### config.mk
export PLATFORM = sky130hd
export DESIGN_NAME = issue_scheduler_flat
export DESIGN_NICKNAME = d
export VERILOG_FILES = /design/src/rtl/core101_iss_pkg.sv /design/src/rtl/issue_scheduler_if.sv /design/src/rtl/iss_scoreboard.sv /design/src/rtl/issue_scheduler.sv /design/src/flat_wrapper.sv
export SDC_FILE = /design/constraint.sdc
export NUM_CORES = 1
export LEC_CHECK = 0
export CAP_MARGIN = 10
export CORE_ASPECT_RATIO = 1.75
export CORE_MARGIN = 4
export CORE_UTILIZATION = 40
export DETAILED_ROUTE_END_ITERATION = 8
export PLACE_DENSITY_LB_ADDON = 0.25
export SLEW_MARGIN = 10
export SYNTH_ARGS = -nofsm -noshare
export SYNTH_HDL_FRONTEND = slang
export SYNTH_SLANG_ARGS = --single-unit
### constraint.sdc
create_clock -name clock_in -period 2.97 [get_ports clock_in]
set_input_delay 0.594 -clock clock_in [delete_from_list [all_inputs] [get_ports clock_in]]
set_output_delay 0.594 -clock clock_in [all_outputs]
set_load 0.01 [all_outputs]
### src/rtl/core101_iss_pkg.sv
// Shared definitions for the issue scheduler slice.
// Holds the unit-select encodings, the FSM state encodings and the default widths.
package core101_iss_pkg;

    localparam int unsigned NUM_UNITS_DEF  = 4;
    localparam int unsigned REG_ADDR_W_DEF = 5;
    localparam int unsigned UOP_W_DEF      = 4;

    // One-hot execution unit selects
    localparam logic [3:0] INT_EXEC_SEL = 4'b0001;
    localparam logic [3:0] BRU_EXEC_SEL = 4'b0010;
    localparam logic [3:0] LSU_EXEC_SEL = 4'b0100;
    localparam logic [3:0] VEC_EXEC_SEL = 4'b1000;

    // Issue buffer FSM states
    localparam logic [1:0] ST_EMPTY = 2'd0;
    localparam logic [1:0] ST_HOLD  = 2'd1;
    localparam logic [1:0] ST_TRAP  = 2'd2;

endpackage : core101_iss_pkg

### src/rtl/issue_scheduler_if.sv
// Decode / issue / writeback bus of the issue scheduler.
// master : decoder, execution units and writeback side (drives *_in, observes *_out)
// slave  : the scheduler itself
interface issue_scheduler_if #(
    parameter int unsigned NUM_UNITS  = 4,
    parameter int unsigned REG_ADDR_W = 5,
    parameter int unsigned UOP_W      = 4
);
    logic                  flush_in;
    logic                  dec_valid_in;
    logic                  dec_ready_out;
    logic [NUM_UNITS-1:0]  dec_exec_unit_sel_in;
    logic [UOP_W-1:0]      dec_exec_unit_uop_in;
    logic [REG_ADDR_W-1:0] dec_rs1_in;
    logic [REG_ADDR_W-1:0] dec_rs2_in;
    logic [REG_ADDR_W-1:0] dec_rd_in;
    logic                  dec_rd_write_enable_in;
    logic [NUM_UNITS-1:0]  iss_valid_out;
    logic [NUM_UNITS-1:0]  iss_ready_in;
    logic [UOP_W-1:0]      iss_uop_out;
    logic [REG_ADDR_W-1:0] iss_rd_out;
    logic                  wb_valid_in;
    logic [REG_ADDR_W-1:0] wb_rd_in;
    logic                  iss_exception_out;
    logic                  iss_busy_out;

    modport master (
        output flush_in, dec_valid_in, dec_exec_unit_sel_in, dec_exec_unit_uop_in,
               dec_rs1_in, dec_rs2_in, dec_rd_in, dec_rd_write_enable_in,
               iss_ready_in, wb_valid_in, wb_rd_in,
        input  dec_ready_out, iss_valid_out, iss_uop_out, iss_rd_out,
               iss_exception_out, iss_busy_out
    );

    modport slave (
        input  flush_in, dec_valid_in, dec_exec_unit_sel_in, dec_exec_unit_uop_in,
               dec_rs1_in, dec_rs2_in, dec_rd_in, dec_rd_write_enable_in,
               iss_ready_in, wb_valid_in, wb_rd_in,
        output dec_ready_out, iss_valid_out, iss_uop_out, iss_rd_out,
               iss_exception_out, iss_busy_out
    );

endinterface : issue_scheduler_if

### src/rtl/iss_scoreboard.sv
// Pending-write scoreboard: one bit per architectural register.
// Ports: clk/rst_n; set_en/set_addr marks a register pending, clr_en/clr_addr retires it
// (set wins on a same-register collision); three combinational read ports rd_addr0..2 ->
// pend0..2; any_pend is the OR of all pending bits. Register 0 is never pending.
// Build option ISS_WB_BYPASS_EN: a same-cycle clear is masked out of the read ports.
module iss_scoreboard #(
    parameter int unsigned REG_ADDR_W = 5
) (
    input  logic                  clk,
    input  logic                  rst_n,
    input  logic                  set_en,
    input  logic [REG_ADDR_W-1:0] set_addr,
    input  logic                  clr_en,
    input  logic [REG_ADDR_W-1:0] clr_addr,
    input  logic [REG_ADDR_W-1:0] rd_addr0,
    input  logic [REG_ADDR_W-1:0] rd_addr1,
    input  logic [REG_ADDR_W-1:0] rd_addr2,
    output logic                  pend0,
    output logic                  pend1,
    output logic                  pend2,
    output logic                  any_pend
);

    localparam int unsigned NUM_REGS = 1 << REG_ADDR_W;

    logic [NUM_REGS-1:0] pend_q;
    logic [NUM_REGS-1:0] set_vec;
    logic [NUM_REGS-1:0] clr_vec;
    logic [NUM_REGS-1:0] view;

    // Decode set/clear requests; x0 is excluded from both
    always_comb begin
        set_vec = '0;
        clr_vec = '0;
        if (set_en && (set_addr != '0)) set_vec[set_addr] = 1'b1;
        if (clr_en && (clr_addr != '0)) clr_vec[clr_addr] = 1'b1;
    end

    // Set is applied after clear so it wins
    always_ff @(posedge clk or negedge rst_n) begin
        if (!rst_n) pend_q <= '0;
        else        pend_q <= (pend_q & ~clr_vec) | set_vec;
    end

    // Read view, optionally bypassing the retiring register
    always_comb begin
`ifdef ISS_WB_BYPASS_EN
        view = pend_q & ~clr_vec;
`else
        view = pend_q;
`endif
        view[0] = 1'b0;
    end

    assign pend0    = view[rd_addr0];
    assign pend1    = view[rd_addr1];
    assign pend2    = view[rd_addr2];
    assign any_pend = |pend_q;

endmodule : iss_scoreboard

### src/rtl/issue_scheduler.sv
// Single-entry issue buffer between decode and the INT/BRU/LSU/VEC execution units.
// Holds one instruction, stalls it on RAW/WAW hazards from the scoreboard, dispatches it
// with a one-hot valid/ready handshake, and traps on a non-one-hot unit select.
// Ports: clock_in, reset_n_in (async, active low); bus (issue_scheduler_if.slave) carries
// flush, decode handshake + fields, per-unit issue handshake, writeback, exception, busy.
// Build option ISS_WB_BYPASS_EN: same-cycle writeback clears a hazard (see iss_scoreboard).
module issue_scheduler
    import core101_iss_pkg::*;
#(
    parameter int unsigned NUM_UNITS  = NUM_UNITS_DEF,
    parameter int unsigned REG_ADDR_W = REG_ADDR_W_DEF,
    parameter int unsigned UOP_W      = UOP_W_DEF
) (
    input  logic            clock_in,
    input  logic            reset_n_in,
    issue_scheduler_if.slave bus
);

    logic [1:0]            state_q;
    logic [1:0]            state_d;
    logic [NUM_UNITS-1:0]  sel_q;
    logic [UOP_W-1:0]      uop_q;
    logic [REG_ADDR_W-1:0] rs1_q;
    logic [REG_ADDR_W-1:0] rs2_q;
    logic [REG_ADDR_W-1:0] rd_q;
    logic                  we_q;

    logic                  pend_rs1;
    logic                  pend_rs2;
    logic                  pend_rd;
    logic                  any_pend;
    logic                  hazard;
    logic                  sel_onehot;
    logic [NUM_UNITS-1:0]  iss_valid;
    logic                  dispatch;
    logic                  dec_ready;
    logic                  accept;

    iss_scoreboard #(
        .REG_ADDR_W (REG_ADDR_W)
    ) u_sb (
        .clk      (clock_in),
        .rst_n    (reset_n_in),
        .set_en   (dispatch & we_q),
        .set_addr (rd_q),
        .clr_en   (bus.wb_valid_in),
        .clr_addr (bus.wb_rd_in),
        .rd_addr0 (rs1_q),
        .rd_addr1 (rs2_q),
        .rd_addr2 (rd_q),
        .pend0    (pend_rs1),
        .pend1    (pend_rs2),
        .pend2    (pend_rd),
        .any_pend (any_pend)
    );

    // Handshake and next-state logic; flush overrides everything
    always_comb begin
        state_d    = state_q;
        iss_valid  = '0;
        dec_ready  = 1'b0;
        hazard     = pend_rs1 | pend_rs2 | (we_q & pend_rd);
        sel_onehot = (bus.dec_exec_unit_sel_in != '0) &&
                     ((bus.dec_exec_unit_sel_in &
                       (bus.dec_exec_unit_sel_in - NUM_UNITS'(1))) == '0);

        if (!bus.flush_in && (state_q == ST_HOLD))
            iss_valid = sel_q & {NUM_UNITS{~hazard}};
        dispatch = |(iss_valid & bus.iss_ready_in);

        if (!bus.flush_in)
            dec_ready = (state_q == ST_EMPTY) || ((state_q == ST_HOLD) && dispatch);
        accept = bus.dec_valid_in & dec_ready;

        if (bus.flush_in) begin
            state_d = ST_EMPTY;
        end else begin
            case (state_q)
                ST_EMPTY: if (accept) state_d = sel_onehot ? ST_HOLD : ST_TRAP;
                ST_HOLD:  if (dispatch) begin
                              if (accept) state_d = sel_onehot ? ST_HOLD : ST_TRAP;
                              else        state_d = ST_EMPTY;
                          end
                ST_TRAP:  state_d = ST_TRAP;
                default:  state_d = ST_EMPTY;
            endcase
        end
    end

    always_ff @(posedge clock_in or negedge reset_n_in) begin
        if (!reset_n_in) state_q <= ST_EMPTY;
        else             state_q <= state_d;
    end

    // Instruction buffer, loaded on every accepted handshake
    always_ff @(posedge clock_in or negedge reset_n_in) begin
        if (!reset_n_in) begin
            sel_q <= '0;
            uop_q <= '0;
            rs1_q <= '0;
            rs2_q <= '0;
            rd_q  <= '0;
            we_q  <= 1'b0;
        end else if (accept) begin
            sel_q <= bus.dec_exec_unit_sel_in;
            uop_q <= bus.dec_exec_unit_uop_in;
            rs1_q <= bus.dec_rs1_in;
            rs2_q <= bus.dec_rs2_in;
            rd_q  <= bus.dec_rd_in;
            we_q  <= bus.dec_rd_write_enable_in;
        end
    end

    assign bus.dec_ready_out     = dec_ready;
    assign bus.iss_valid_out     = iss_valid;
    assign bus.iss_uop_out       = uop_q;
    assign bus.iss_rd_out        = rd_q;
    assign bus.iss_exception_out = (state_q == ST_TRAP);
    assign bus.iss_busy_out      = (state_q != ST_EMPTY) | any_pend;

endmodule : issue_scheduler

### src/flat_wrapper.sv
// flat-port wrapper written by rule: the top's interface ports become plain ports
module issue_scheduler_flat import core101_iss_pkg::*;
#(
    parameter int unsigned NUM_UNITS  = NUM_UNITS_DEF,
    parameter int unsigned REG_ADDR_W = REG_ADDR_W_DEF,
    parameter int unsigned UOP_W      = UOP_W_DEF
)
  (clock_in, reset_n_in, bus_flush_in, bus_dec_valid_in, bus_dec_exec_unit_sel_in, bus_dec_exec_unit_uop_in, bus_dec_rs1_in, bus_dec_rs2_in, bus_dec_rd_in, bus_dec_rd_write_enable_in, bus_iss_ready_in, bus_wb_valid_in, bus_wb_rd_in, bus_dec_ready_out, bus_iss_valid_out, bus_iss_uop_out, bus_iss_rd_out, bus_iss_exception_out, bus_iss_busy_out);
  issue_scheduler_if #(.NUM_UNITS(NUM_UNITS), .REG_ADDR_W(REG_ADDR_W), .UOP_W(UOP_W)) bus_i ();
  input  logic clock_in;
  input  logic reset_n_in;
  input wire logic [$bits(bus_i.flush_in)-1:0] bus_flush_in;
  input wire logic [$bits(bus_i.dec_valid_in)-1:0] bus_dec_valid_in;
  input wire logic [$bits(bus_i.dec_exec_unit_sel_in)-1:0] bus_dec_exec_unit_sel_in;
  input wire logic [$bits(bus_i.dec_exec_unit_uop_in)-1:0] bus_dec_exec_unit_uop_in;
  input wire logic [$bits(bus_i.dec_rs1_in)-1:0] bus_dec_rs1_in;
  input wire logic [$bits(bus_i.dec_rs2_in)-1:0] bus_dec_rs2_in;
  input wire logic [$bits(bus_i.dec_rd_in)-1:0] bus_dec_rd_in;
  input wire logic [$bits(bus_i.dec_rd_write_enable_in)-1:0] bus_dec_rd_write_enable_in;
  input wire logic [$bits(bus_i.iss_ready_in)-1:0] bus_iss_ready_in;
  input wire logic [$bits(bus_i.wb_valid_in)-1:0] bus_wb_valid_in;
  input wire logic [$bits(bus_i.wb_rd_in)-1:0] bus_wb_rd_in;
  output wire logic [$bits(bus_i.dec_ready_out)-1:0] bus_dec_ready_out;
  output wire logic [$bits(bus_i.iss_valid_out)-1:0] bus_iss_valid_out;
  output wire logic [$bits(bus_i.iss_uop_out)-1:0] bus_iss_uop_out;
  output wire logic [$bits(bus_i.iss_rd_out)-1:0] bus_iss_rd_out;
  output wire logic [$bits(bus_i.iss_exception_out)-1:0] bus_iss_exception_out;
  output wire logic [$bits(bus_i.iss_busy_out)-1:0] bus_iss_busy_out;
  assign bus_i.flush_in = bus_flush_in;
  assign bus_i.dec_valid_in = bus_dec_valid_in;
  assign bus_i.dec_exec_unit_sel_in = bus_dec_exec_unit_sel_in;
  assign bus_i.dec_exec_unit_uop_in = bus_dec_exec_unit_uop_in;
  assign bus_i.dec_rs1_in = bus_dec_rs1_in;
  assign bus_i.dec_rs2_in = bus_dec_rs2_in;
  assign bus_i.dec_rd_in = bus_dec_rd_in;
  assign bus_i.dec_rd_write_enable_in = bus_dec_rd_write_enable_in;
  assign bus_i.iss_ready_in = bus_iss_ready_in;
  assign bus_i.wb_valid_in = bus_wb_valid_in;
  assign bus_i.wb_rd_in = bus_wb_rd_in;
  assign bus_dec_ready_out = bus_i.dec_ready_out;
  assign bus_iss_valid_out = bus_i.iss_valid_out;
  assign bus_iss_uop_out = bus_i.iss_uop_out;
  assign bus_iss_rd_out = bus_i.iss_rd_out;
  assign bus_iss_exception_out = bus_i.iss_exception_out;
  assign bus_iss_busy_out = bus_i.iss_busy_out;
  issue_scheduler #(.NUM_UNITS(NUM_UNITS), .REG_ADDR_W(REG_ADDR_W), .UOP_W(UOP_W)) u_core (.clock_in(clock_in), .reset_n_in(reset_n_in), .bus(bus_i));
endmodule
# == Yosys cells after proc, flatten, opt, wreduce, memory -nomap -nowiden ==
# Index checks and enable logic that the tools add are counted.
# word_totals
ff_bits,58
out_inout_bits,16
word_cells,70
# classes
add_sub_neg,1
order_cmp,6
n_eq_ne,4
muxes,20
bitwise_logic,13
n_reduce_logical,18
# op_table
cell,n
2-to-1 mux 32 bit,2
bitwise AND 32 bit,1
NOT 32 bit,1
bitwise OR 32 bit,1
OR reduction 32 bit,1
< comparator 5 x 6 -> 1 bit (second input constant),4
binary-select mux 1 bit (select 5 bit),3
bitwise AND 4 bit,3
demux 1 bit (select 5 bit),2
>= comparator 5 x 1 -> 1 bit (second input constant),2
2-to-1 mux 2 bit,5
nonzero test 5 bit,2
logical AND 1 bit,7
2-to-1 mux 1 bit,6
!= test 3 x 2 -> 1 bit (second input constant),2
one-hot mux 2 bit (3 select lines),1
logical NOT 4 bit,1
2-to-1 mux 4 bit,1
nonzero test 4 bit,1
OR reduction 4 bit,1
subtractor 4 x 1 -> 4 bit (second input constant),1
bitwise AND 1 bit,3
bitwise OR 1 bit,3
== test 2 x 1 -> 1 bit (second input constant),1
other kinds (7),7

# == Logic depth before layout (Yosys ltp) ==
# Gate-level depths: netlist (run 1).
# logic_depth
ltp_word,17
depth_mapped,11

# == Hierarchy ==
# From an unflattened synthesis (run 1), not the netlist that was laid out.
# unflattened
cells_unflattened,330
hier_area_um2,3515.9
# by_module_without_submodules
mod,instances,cells_per_inst,area_per_inst_um2
iss_scoreboard,1,248,2284.7
issue_scheduler,1,82,1231.2

# == Worst setup path after synthesis (run 1) ==
# OpenSTA, ideal clock, no wires.
# synth_timing
kind,register to output
from,register u_core.rd_q[1] (netlist: u_core.bus.iss_rd_out[1])
to,output bus_dec_ready_out
arrival_ps,2541
path_slack_ps,-165
path_stages_with_launch,12
path_cell_list,dfrtp_1 -> clkbuf_1 -> clkbuf_1 -> mux2i_1 -> o22ai_1 -> o2bb2ai_1 -> o31ai_1 -> nand4_1 -> or3b_1 -> buf_6 -> buf_2 -> o31ai_1
# synth_between
elab_chain_len,12
# synth_rtl
item,line_no,source
from (decl),issue_scheduler.sv:25,logic [REG_ADDR_W-1:0] rd_q;
from (signal assigned),issue_scheduler.sv:109,rd_q <= bus.dec_rd_in;
binary-select mux 1 bit (select 5 bit),iss_scoreboard.sv:57,assign pend2 = view[rd_addr2];
2-to-1 mux 1 bit (not written as such),iss_scoreboard.sv:57,
bitwise AND 1 bit,issue_scheduler.sv:62,hazard = pend_rs1 | pend_rs2 | (we_q & pend_rd);
bitwise OR 1 bit,issue_scheduler.sv:62,
NOT 1 bit,issue_scheduler.sv:68,iss_valid = sel_q & {NUM_UNITS{~hazard}};
bitwise AND 4 bit,issue_scheduler.sv:68,
2-to-1 mux 4 bit,issue_scheduler.sv:67,if (!bus.flush_in && (state_q == ST_HOLD))
bitwise AND 4 bit,issue_scheduler.sv:69,dispatch = |(iss_valid & bus.iss_ready_in);
OR reduction 4 bit,issue_scheduler.sv:69,
logical AND 1 bit,issue_scheduler.sv:72,dec_ready = (state_q == ST_EMPTY) || ((state_q == ST_HOLD) && dispatch);
logical OR 1 bit,issue_scheduler.sv:72,
2-to-1 mux 1 bit,issue_scheduler.sv:71,if (!bus.flush_in)
to (decl),flat_wrapper.sv:23,output wire logic [$bits(bus_i.dec_ready_out)-1:0] bus_dec_ready_out;
# Every way passes these cells. The select of a mux whose other input is x is not followed.

# == Worst setup path in the final report (run 1) ==
# layout_timing
from,register u_core.rs2_q[1]
to,output bus_dec_ready_out
# layout_between
elab_chain_len,12
# layout_rtl
item,line_no,source
from (decl),issue_scheduler.sv:24,logic [REG_ADDR_W-1:0] rs2_q;
from (signal assigned),issue_scheduler.sv:108,rs2_q <= bus.dec_rs2_in;
binary-select mux 1 bit (select 5 bit),iss_scoreboard.sv:56,assign pend1 = view[rd_addr1];
2-to-1 mux 1 bit (not written as such),iss_scoreboard.sv:56,
bitwise OR 1 bit (2 in a row),issue_scheduler.sv:62,
NOT 1 bit,issue_scheduler.sv:68,
bitwise AND 4 bit,issue_scheduler.sv:68,
2-to-1 mux 4 bit,issue_scheduler.sv:67,
bitwise AND 4 bit,issue_scheduler.sv:69,
OR reduction 4 bit,issue_scheduler.sv:69,
logical AND 1 bit,issue_scheduler.sv:72,
logical OR 1 bit,issue_scheduler.sv:72,
2-to-1 mux 1 bit,issue_scheduler.sv:71,
# Every way passes these cells. The select of a mux whose other input is x is not followed.

==> parameters.txt, run 1 <==
Parameter                              Value

Outcome
  Run status ... finished with violations
  Failing checks ... setup timing

Pwr
  Overall Power ... 3.129 mW
  Switching Fraction ... 31.47%
  Leakage power total ... 2.112 nW
  P per Cell Area ... 622.5 nW/um2
  Maximum vdd drop ... 0.3587 mV
  Cell internal pwr ... 2.145 mW
  Combinational fraction of design power ... 34.8%
  Sequential fraction of design power ... 33.5%
  Clock group share of total power ... 31.7%
  Psw ... 0.9848 mW

STA
  Total count of max-transition violations in the final report ... 0
  Fmax ... 297.2 MHz
  Setup repair after global routing missed its margin ... yes
  Final clock period utilization by the worst path ... 113.3%
  Worst setup skew after layout ... 2.802 ps
  Setup violation total in the final timing report ... 5
  Worst-Margin Slew ... 832.8 ps
  Relative slew margins ... 44.48%
  Worst slack on hold paths ... 360.7 ps
  Total count of hold-check failures in the final report ... 0
  Final critical delay including setup and external delays ... 3364 ps
  PnR worst setup slack ... -394.3 ps

Finish
  Antenna cell count ... 0
  Utilization of the core after routing ... 57.98%
  Area grow syn2layout ... 40.88%
  Highest-count cells in the layout ignoring fill and taps ... 75 x buf_4, 57 x dfrtp_1, 47 x o21ai_0, 47 x clkdlybuf4s50_1, 30 x nand2_1
  Post-layout instance count excluding filler cells ... 585
  Share of post-route cells with drive strength above 1 ... 34.62%
  Nets ... 501
  Most frequent standard cell in the layout excluding fill and tap cells ... buf_4

Clocking
  TritonCTS clock tree ... done
  Worst-path clk slew ... 50 ps
  Clock buffer depth ... 2
  Number of hold buffers added after cts ... 0
  Root Buffer ... clkbuf_16
  CTS Sinks ... 58
  Number of CTS-inserted buffers ... 9
  Clock latency of the later-clocked register in the worst-skew pair ... 330 ps
  Htree depth ... 3

Routing
  Remaining design rule violation count ... 0
  First-pass iteration count of the detailed router ... 6
  Total via count after detailed routing ... 3458
  Detail Route Antenna Nets ... 0
  DR WL/cell ... 21.48 um
  Total length of routed wires ... 12.57 mm
  Via density per instance ... 5.911
  DRC violation total after the first TritonRoute iteration ... 218

Critical path
  Capture instance of the worst register-to-register path ... u_core.u_sb.pend_q[21]
  Critical path data required time ... 2380 ps
  Critical path arrival ... 2770 ps
  Kind of start point of the critical path ... register
  Nature of the critical path endpoint ... primary output
  Depth of the most critical reg-to-reg path ... 8
  Last element of the critical path ... bus_dec_ready_out
  Launch point of the worst path ... u_core.rs2_q[1]
  Worst Path Class, Setup ... reg -> out
  Crit-path max FO ... 7
  Setup slack of the most critical reg-to-reg path ... 80 ps
  Source of the worst register-to-register timing path ... u_core.rs2_q[1]

Floorplan
  Overall die area ... 10560 um2
  Die boundary width ... 79.40 um
  Row count ... 45
  Area inside the core boundary ... 8671 um2
  Number of top-level design ports ... 54
  Vertical extent of the die ... 132.9 um
  Initial cell density of the core ... 41.15%

GRT
  Antenna violations before repair ... 0
  Vias in the first global route ... 3613
  Wire length of the first global-routing pass ... 19.53 mm
  Grt ovf ... 0
  Global-route usage over all layers ... 25.02%
  Maximum number of pins on one net before global-route repair ... 36

Synth
  EDFF count, synth ... 0
  Average cell area after synthesis ... 10.37 um2
  Mapped Cells ... 344
  Synth Warn # ... 0
  Number of register bits inferred by synthesis ... 58
  Most frequently used flop master after synthesis ... dfrtp_1
  Synthesized net count ... 382
  Netlist area before placement ... 3568 um2
  Post-synth ARST share ... 100.0%
  Part of the Yosys area used for sequential elements ... 40.67%
  Synth unique cells ... 49

Place
  Gpl congestion ... 0.9639
  Post-detail-place hpwl ... 9.572 mm
  Cell Count Post-Placement ... 564
  Worst-case setup slack after placement ... -531.3 ps
  Number of buffer cells added on primary ports ... 53

Worst hold path
  Worst min-delay path category ... in -> async

Job
  Reported max-cap violation count ... 0
==> sequential cells by signal, indices dropped and copies added, names as in the netlist <==
signal / cells
u_core.u_sb.pend_q: 32
u_core.we_q: 1
u_core.rs2_q: 5
u_core.sel_q: 4
u_core.bus.iss_uop_out: 4
u_core.state_q: 2
u_core.bus.iss_rd_out: 5
u_core.rs1_q: 5
==> area by class of cell <==
class	count	area [um2]
multi-input cells	260	2023
flip-flops and latches	58	1453
inverters	4	15.01
clock buffers	13	240.2
well taps	117	146.4
fillers	800	3643
repair buffers	130	1110
clock inverters	3	40.04
==> cells by family after synthesis <==
group / after synthesis / share of synthesized area [%]
mux: 57 / 22.37
simple gates: 114 / 17.50
flops: 58 / 40.67
xor+xnor: 1 / 0.2455
compound gates: 88 / 15.25
buf+inv: 26 / 3.962
==> critical path: stages, from the launching register on <==
cell     delay, ps
dfrtp_2        460
mux4_2         520
mux2i_1        180
nor3b_2         80
nor4_2         370
nand4_1        190
or3b_4         420
o31ai_2         60
buf_2          160
==> synthesized netlist by cell type, types with 3 or more instances <==
| cell type | n | area (um2) |
|---|---|---|
| nand3_1 | 9 | 45.04 |
| dfrtp_1 | 58 | 1451 |
| clkbuf_1 | 9 | 33.78 |
| nand2_1 | 30 | 112.6 |
| a21oi_1 | 3 | 15.01 |
| o31ai_1 | 13 | 97.59 |
| mux2_2 | 29 | 326.6 |
| inv_1 | 4 | 15.01 |
| nor2_1 | 15 | 56.30 |
| buf_2 | 8 | 40.04 |
| nor4_1 | 10 | 62.56 |
| nor3_1 | 4 | 20.02 |
| or3b_2 | 4 | 35.03 |
| nand2b_1 | 6 | 37.54 |
| nand4_1 | 5 | 31.28 |
| nand3b_1 | 10 | 75.07 |
| and2_1 | 5 | 31.28 |
| mux2i_1 | 13 | 130.1 |
| mux4_2 | 14 | 315.3 |
| o21ai_0 | 47 | 235.2 |
| buf_6 | 3 | 33.78 |
| o21ai_1 | 6 | 30.03 |
| nor2b_1 | 5 | 31.28 |
==> power groups by stage <==
stage / registers, mW / clock network (mW) / logic [mW]
after floorplan: 0.998 / 0 / 0.558
after global placement: 1.05 / 0 / 1.03
after detailed placement: 1.05 / 0 / 1.04
after CTS: 1.04 / 1.00 / 1.07
after global routing: 1.06 / 1.05 / 1.17
final: 1.05 / 0.993 / 1.09
==> worst min path at each step <==
stage	startpoint	endpoint	slack, ps
finish	reset_n_in	u_core.u_sb.pend_q[0]	360
global route	u_core.u_sb.pend_q[0]	u_core.u_sb.pend_q[0]	400
CTS	u_core.u_sb.pend_q[0]	u_core.u_sb.pend_q[0]	380
detailed placement	u_core.u_sb.pend_q[0]	u_core.u_sb.pend_q[0]	370
global placement	u_core.u_sb.pend_q[0]	u_core.u_sb.pend_q[0]	370
floorplan	reset_n_in	u_core.bus.iss_rd_out[0]	300
==> stage by stage <==
stage | cell area [um2] | setup TNS [ps]
detailed placement | 4684 | -2611
global placement | 4684 | -2365
CTS | 5020 | -1611
global route | 5027 | -3974
finish | 5027 | -1522
floorplan | 3587 | 0
==> routing by layer <==
metal / wire [um] / GRT usage (%) / vias to the layer above
met5: 0 / 0 / -
met4: 901 / 17.78 / 0
met3: 606 / 3.951 / 66
met2: 6687 / 42.87 / 174
met1: 4371 / 27.42 / 1670
li1: - / - / 1548
==> timing repair <==
action,in CTS,in global routing
endpoints found under the hold margin,0,0
resized for setup,23,11
endpoints found under the setup margin,5,13
buffers inserted,4,1
pin swaps,3,7
Note: power is estimated with default switching activity, not from simulation.
==> run 2, diff against run 1 <==
Settings changed: CORE_MARGIN 4 to 2.
==> run 2 against run 1 <==
  * The flow still finishes with violations (setup timing)
  * Die area shrank 7.9%
  * Cell count shrank 1.7%
  * Via count shrank 1.5%
  * Register-to-register slack is essentially flat
  * Critical path depth is the same
  * Clock power grew 18%
  * Count of clock-buffer cells in the layout shrank 1
  * Wire length grew 0.27%
  * Combinational power is essentially flat
  * Sequential power is essentially flat
  * Worst setup slack lost 22 ps
  * Largest power group is now clock
==> parameters.txt, run 2 (synthesis results as in run 1) <==
Parameter                              Value

STA
  Final clock period utilization by the worst path ... 114.0%
  Final critical delay including setup and external delays ... 3387 ps
  Total count of max-transition violations in the final report ... 0
  Fmax ... 295.3 MHz
  Total count of hold-check failures in the final report ... 0
  Final total negative setup slack ... -2041 ps
  Setup repair after global routing missed its margin ... yes
  Relative slew margins ... 52.02%
  Worst-Margin Slew ... 718.2 ps
  Setup violation total in the final timing report ... 5
  PnR worst setup slack ... -416.5 ps
  Worst setup skew after layout ... 5.308 ps

Clocking
  Number of hold buffers added after cts ... 0
  Worst-path clk slew ... 50 ps
  TritonCTS clock tree ... done
  Clock buffer depth ... 2
  Clock latency of the later-clocked register in the worst-skew pair ... 330 ps
  Root Buffer ... clkbuf_16
  Number of CTS-inserted buffers ... 9
  CTS Sinks ... 58
  Htree depth ... 3

Finish
  Share of post-route cells with drive strength above 1 ... 33.62%
  Post-layout instance count excluding filler cells ... 575
  Antenna cell count ... 0
  Most frequent standard cell in the layout excluding fill and tap cells ... buf_4
  Flip-flop count of the largest register after layout ... 32
  Register area ... 1454 um2
  Layout fillers ... 791
  Total non-filler cell area in the finished layout ... 5002 um2
  Nets ... 491
  Highest-count cells in the layout ignoring fill and taps ... 64 x buf_4, 56 x dfrtp_1, 47 x o21ai_0, 47 x clkdlybuf4s50_1, 30 x nand2_1
  Area grow syn2layout ... 40.18%
  Register bank with the most flops ... u_core.u_sb.pend_q
  Area of the multi-input gates ... 2016 um2

Critical path
  Worst Path Class, Setup ... reg -> out
  Critical path arrival ... 2790 ps
  Nature of the critical path endpoint ... primary output
  Cell chain of the critical path ... mux4_1, o211ai_1, a21oi_1, nor4_2, nand4_1, or3b_4, o31ai_2, buf_2
  Slowest library cell on the worst path ... mux4_1
  Critical path data required time ... 2380 ps
  Highest cell delay on the worst timing path ... 570 ps
  Depth of the most critical reg-to-reg path ... 8
  Kind of start point of the critical path ... register
  Crit-path max FO ... 7

Place
  Number of buffer cells added on primary ports ... 53
  Cell area reported after detailed placement ... 4624 um2
  Post-detail-place hpwl ... 9.609 mm
  Cell Count Post-Placement ... 556
  Gpl congestion ... 1.006

Floorplan
  Overall die area ... 9722 um2
  Initial cell density of the core ... 41.15%
  Vertical extent of the die ... 128.9 um
  Area inside the core boundary ... 8671 um2
  Number of top-level design ports ... 54
  Die boundary width ... 75.40 um
  Row count ... 45

Pwr
  Leakage power total ... 2.095 nW
  P per Cell Area ... 653.7 nW/um2
  Maximum vdd drop ... 0.4097 mV

Worst hold path
  Worst min-delay path category ... in -> async

Outcome
  Failing checks ... setup timing
  Run status ... finished with violations

Job
  Reported max-cap violation count ... 0

GRT
  Maximum number of pins on one net before global-route repair ... 37
  Global-route usage over all layers ... 27.67%
  Antenna violations before repair ... 0
  Wire length of the first global-routing pass ... 19.33 mm
  Grt ovf ... 0
  Vias in the first global route ... 3578

Routing
  DRC violation total after the first TritonRoute iteration ... 223
  First-pass iteration count of the detailed router ... 4
  Via density per instance ... 5.922
  Total via count after detailed routing ... 3405
  Remaining design rule violation count ... 0
  Total length of routed wires ... 12.60 mm
  DR WL/cell ... 21.91 um
  Detail Route Antenna Nets ... 0
==> run 2: what timing repair did <==
action / in CTS / in global routing
pin swaps: 8 / 3
setup buffers: 0 / 3
endpoints found under the setup margin: 11 / 30
hold endpoints to repair: 0 / 0
resized for setup: 29 / 2
==> run 2: final timing paths <==
kind | start | endpoint | slack (ps)
worst min register to register | u_core.u_sb.pend_q[0] | u_core.u_sb.pend_q[0] | 390
worst min-delay path | reset_n_in | u_core.bus.iss_rd_out[0] | 260
worst max register to register | u_core.rs2_q[1] | u_core.u_sb.pend_q[27] | 70
max in group asynchronous | reset_n_in | u_core.rs2_q[1] | 2070
worst max-delay path | u_core.rs2_q[1] | bus_dec_ready_out | -420
min in group clock_in | u_core.u_sb.pend_q[0] | u_core.u_sb.pend_q[0] | 390
==> run 2: metal layers <==
layer / part of all wire (%) / vias up / routed length [um] / track usage [%]
met1: 34 / 1684 / 4331 / 29.40
met4: 8.7 / 0 / 1100 / 19.30
met5: 0 / - / 0 / 0
met3: 5.2 / 69 / 653 / 6.265
met2: 52 / 130 / 6516 / 46.60
li1: - / 1522 / - / -
==> run 2: power breakdown <==
group	switching [mW]	internal, mW
registers	0.148	0.898
logic	0.479	0.576
clock network	0.367	0.801
total	0.995	2.28
==> run 2: cell type report <==
class	instances	share of cell area, %
Clock buffer	12	5.328
Clock inverter	4	1.451
Sequential cell	58	29.06
Tap cell	117	2.926
Multi-Input combinational cell	260	40.30
Inverter	4	0.3001
Timing Repair Buffer	120	20.64
==> run 2: critical path, delay by kind of cell (launching register included) <==
| family | cells | cell delay [ps] |
|---|---|---|
| buf+inv | 1 | 160 |
| mux | 1 | 570 |
| flops | 1 | 460 |
| simple gates | 3 | 950 |
| compound gates | 3 | 320 |
==> run 2: metrics by stage <==
| step | setup slack [ps] | total power, mW | utilization, % | hold slack [ps] |
|---|---|---|---|---|
| 3_3_place_gp | -513.7 | 2.051 | 53.33 | 377.8 |
| 2_1_floorplan | 4.170 | 1.555 | - | 298.4 |
| 3_5_place_dp | -580.1 | 2.060 | 53.33 | 385.8 |
| 4_1_cts | -381.6 | 3.254 | 57.32 | 286.9 |
| 6_report | -416.5 | 3.270 | 57.69 | 262.5 |
| 5_1_grt | -525.5 | 3.412 | 57.69 | 312.7 |
==> run 3, diff against run 2 <==
Settings changed: CORE_ASPECT_RATIO 1.75 to default, GPL_TIMING_DRIVEN from default to 0.
==> run 3 against run 2 <==
  * The flow still finishes with violations (setup timing)
  * Sequential cell count is the same
  * Worst hold slack gained 49 ps
  * Register-to-register slack gained 20 ps
  * Clock power shrank 47%
  * Critical path type unchanged
  * Wire length shrank 12%
  * Cell count shrank 8.2%
  * Maximum frequency grew 2.8%
  * First-iteration DRC count grew 33%
  * Sequential power is essentially flat
==> parameters.txt, run 3 (synthesis results as in run 1) <==
Parameter                              Value

Outcome
  Run status ... finished with violations
  Failing checks ... setup timing

Finish
  Nets ... 454
  Antenna cell count ... 0
  Share of post-route cells with drive strength above 1 ... 30.00%
  Area grow syn2layout ... 30.75%
  Register bank with the most flops ... u_core.u_sb.pend_q
  Highest-count cells in the layout ignoring fill and taps ... 58 x dfrtp_1, 46 x clkdlybuf4s50_1, 35 x o21ai_0, 30 x nand2_1, 29 x mux2_2
  Most frequent standard cell in the layout excluding fill and tap cells ... dfrtp_1
  Flip-flop count of the largest register after layout ... 32
  Total non-filler cell area in the finished layout ... 4666 um2

Critical path
  Slowest library cell on the worst path ... mux4_2
  Buf+Inv Stages, Crit Path ... 2
  Kind of start point of the critical path ... register
  Family with the most delay on the worst path ... simple AND/OR/NAND/NOR gates
  Highest cell delay on the worst timing path ... 500 ps
  Critical path arrival ... 2700 ps
  Critical path data required time ... 2380 ps
  Nature of the critical path endpoint ... primary output
  Worst Path Class, Setup ... reg -> out
  Cell chain of the critical path ... buf_6, mux4_2, o211ai_1, a21oi_2, nor4_2, nand4_1, or3b_4, o31ai_4, buf_2
  Crit-path max FO ... 5

Floorplan
  Number of top-level design ports ... 54
  Initial cell density of the core ... 41.12%
  Overall die area ... 9692 um2
  Area inside the core boundary ... 8678 um2
  Vertical extent of the die ... 98.45 um
  Row count ... 34
  Die boundary width ... 98.45 um

GRT
  Grt ovf ... 0
  Wire length of the first global-routing pass ... 17.09 mm
  Global-route usage over all layers ... 22.94%
  Maximum number of pins on one net before global-route repair ... 59
  Vias in the first global route ... 3088
  Antenna violations before repair ... 0

Routing
  First-pass iteration count of the detailed router ... 5
  Detail Route Antenna Nets ... 0
  DRC violation total after the first TritonRoute iteration ... 296
  Total via count after detailed routing ... 3242
  Remaining design rule violation count ... 0
  Total length of routed wires ... 11.15 mm
  DR WL/cell ... 21.11 um
  Via density per instance ... 6.140

Place
  Post-detail-place hpwl ... 7.733 mm
  Number of buffer cells added on primary ports ... 52
  Cell area reported after detailed placement ... 4240 um2
  Gpl congestion ... 1.008

Clocking
  CTS Sinks ... 58
  Htree depth ... 3
  Number of hold buffers added after cts ... 0
  Root Buffer ... clkbuf_8
  Number of CTS-inserted buffers ... 9
  Clock latency of the later-clocked register in the worst-skew pair ... 350 ps
  Worst-path clk slew ... 60 ps
  TritonCTS clock tree ... done
  Clock buffer depth ... 2

Worst hold path
  Worst min-delay path category ... in -> async

STA
  Worst slack on hold paths ... 311.0 ps
  Setup violation total in the final timing report ... 5
  Worst setup skew after layout ... 9.093 ps
  Worst-Margin Slew ... 1002 ps
  Final critical delay including setup and external delays ... 3294 ps
  Relative slew margins ... 32.67%
  Total count of max-transition violations in the final report ... 0
  Total count of hold-check failures in the final report ... 0
  PnR worst setup slack ... -324.3 ps
  Setup repair after global routing missed its margin ... yes
  Fmax ... 303.6 MHz
  Final clock period utilization by the worst path ... 110.9%

Pwr
  Sequential fraction of design power ... 39.6%
  Psw ... 0.9356 mW
  P per Cell Area ... 557.0 nW/um2
  Combinational fraction of design power ... 36.4%
  Clock group share of total power ... 24.0%
  Switching Fraction ... 36.00%
  Leakage power total ... 1.830 nW
  Cell internal pwr ... 1.663 mW
  Maximum vdd drop ... 0.2532 mV

Job
  Reported max-cap violation count ... 0
==> run 3: cell types whose count changed in the layout (fill, tap and decap cells not counted), moves of 3 or more <==
cell	previous run	this run
o21ai_0	47	35
clkbuf_8	3	10
o31ai_4	0	7
o21ai_1	6	11
clkbuf_1	0	4
buf_6	1	5
buf_4	64	11
o31ai_1	10	4
clkbuf_16	9	1
clkinv_2	1	4
o21ai_2	0	7
==> run 3: repair_timing <==
action / 4_1_cts / 5_1_grt
gates resized for setup: 39 / 43
endpoints found under the hold margin: 0 / 0
endpoints found under the setup margin: 15 / 36
setup buffers: 5 / 5
pin swaps: 9 / 6
cloned: 0 / 2
==> run 3: cell type report <==
type                    count  area (um2)
inverters                   4       15.01
multi-input cells         260        2133
clock inverters             6       35.03
plain buffers              19       145.1
fillers                   772        4013
well taps                 108       135.1
flip-flops and latches     58        1451
repair buffers             64       626.9
clock buffers               9       123.9
==> run 3: power groups by stage <==
stage / logic (mW) / registers, mW / clock network, mW
floorplan: 0.558 / 0.998 / 0
global placement: 0.857 / 1.02 / 0
detailed placement: 0.866 / 1.02 / 0
CTS: 0.891 / 1.02 / 0.633
global route: 1.01 / 1.05 / 0.677
finish: 0.946 / 1.03 / 0.623
==> run 3: per-layer routing <==
layer | GRT usage (%) | vias to the layer above | routed length (um)
met5 | 0 | - | 0
li1 | - | 1458 | -
met4 | 9.800 | 0 | 285
met1 | 31.52 | 1632 | 4735
met3 | 4.965 | 30 | 802
met2 | 35.32 | 122 | 5322
==> run 3: path summary, 6_finish.rpt <==
kind	startpoint	to	slack (ps)	depth (start not counted)
min in group clock_in	u_core.u_sb.pend_q[0]	u_core.u_sb.pend_q[0]	490	1
max in group asynchronous	reset_n_in	u_core.rs2_q[3]	2170	1
setup reg to reg	u_core.rs2_q[1]	u_core.u_sb.pend_q[22]	90	11
hold reg to reg	u_core.u_sb.pend_q[0]	u_core.u_sb.pend_q[0]	490	1
setup / recovery	u_core.rs2_q[1]	bus_dec_ready_out	-320	9
hold / removal	reset_n_in	u_core.u_sb.pend_q[25]	310	1
==> run 3: through the flow <==
step | setup WS, ps | TNS (ps) | cells | power (mW) | util (%)
2_1_floorplan | 4.170 | 0 | 344 | 1.555 | -
3_3_place_gp | -789.1 | -36150 | 504 | 1.878 | 48.89
3_5_place_dp | -814.2 | -2366 | 504 | 1.888 | 48.86
4_1_cts | -446.3 | -1013 | 522 | 2.546 | 51.57
5_1_grt | -507.5 | -2523 | 528 | 2.734 | 53.76
6_report | -324.3 | -954.7 | 528 | 2.599 | 53.76
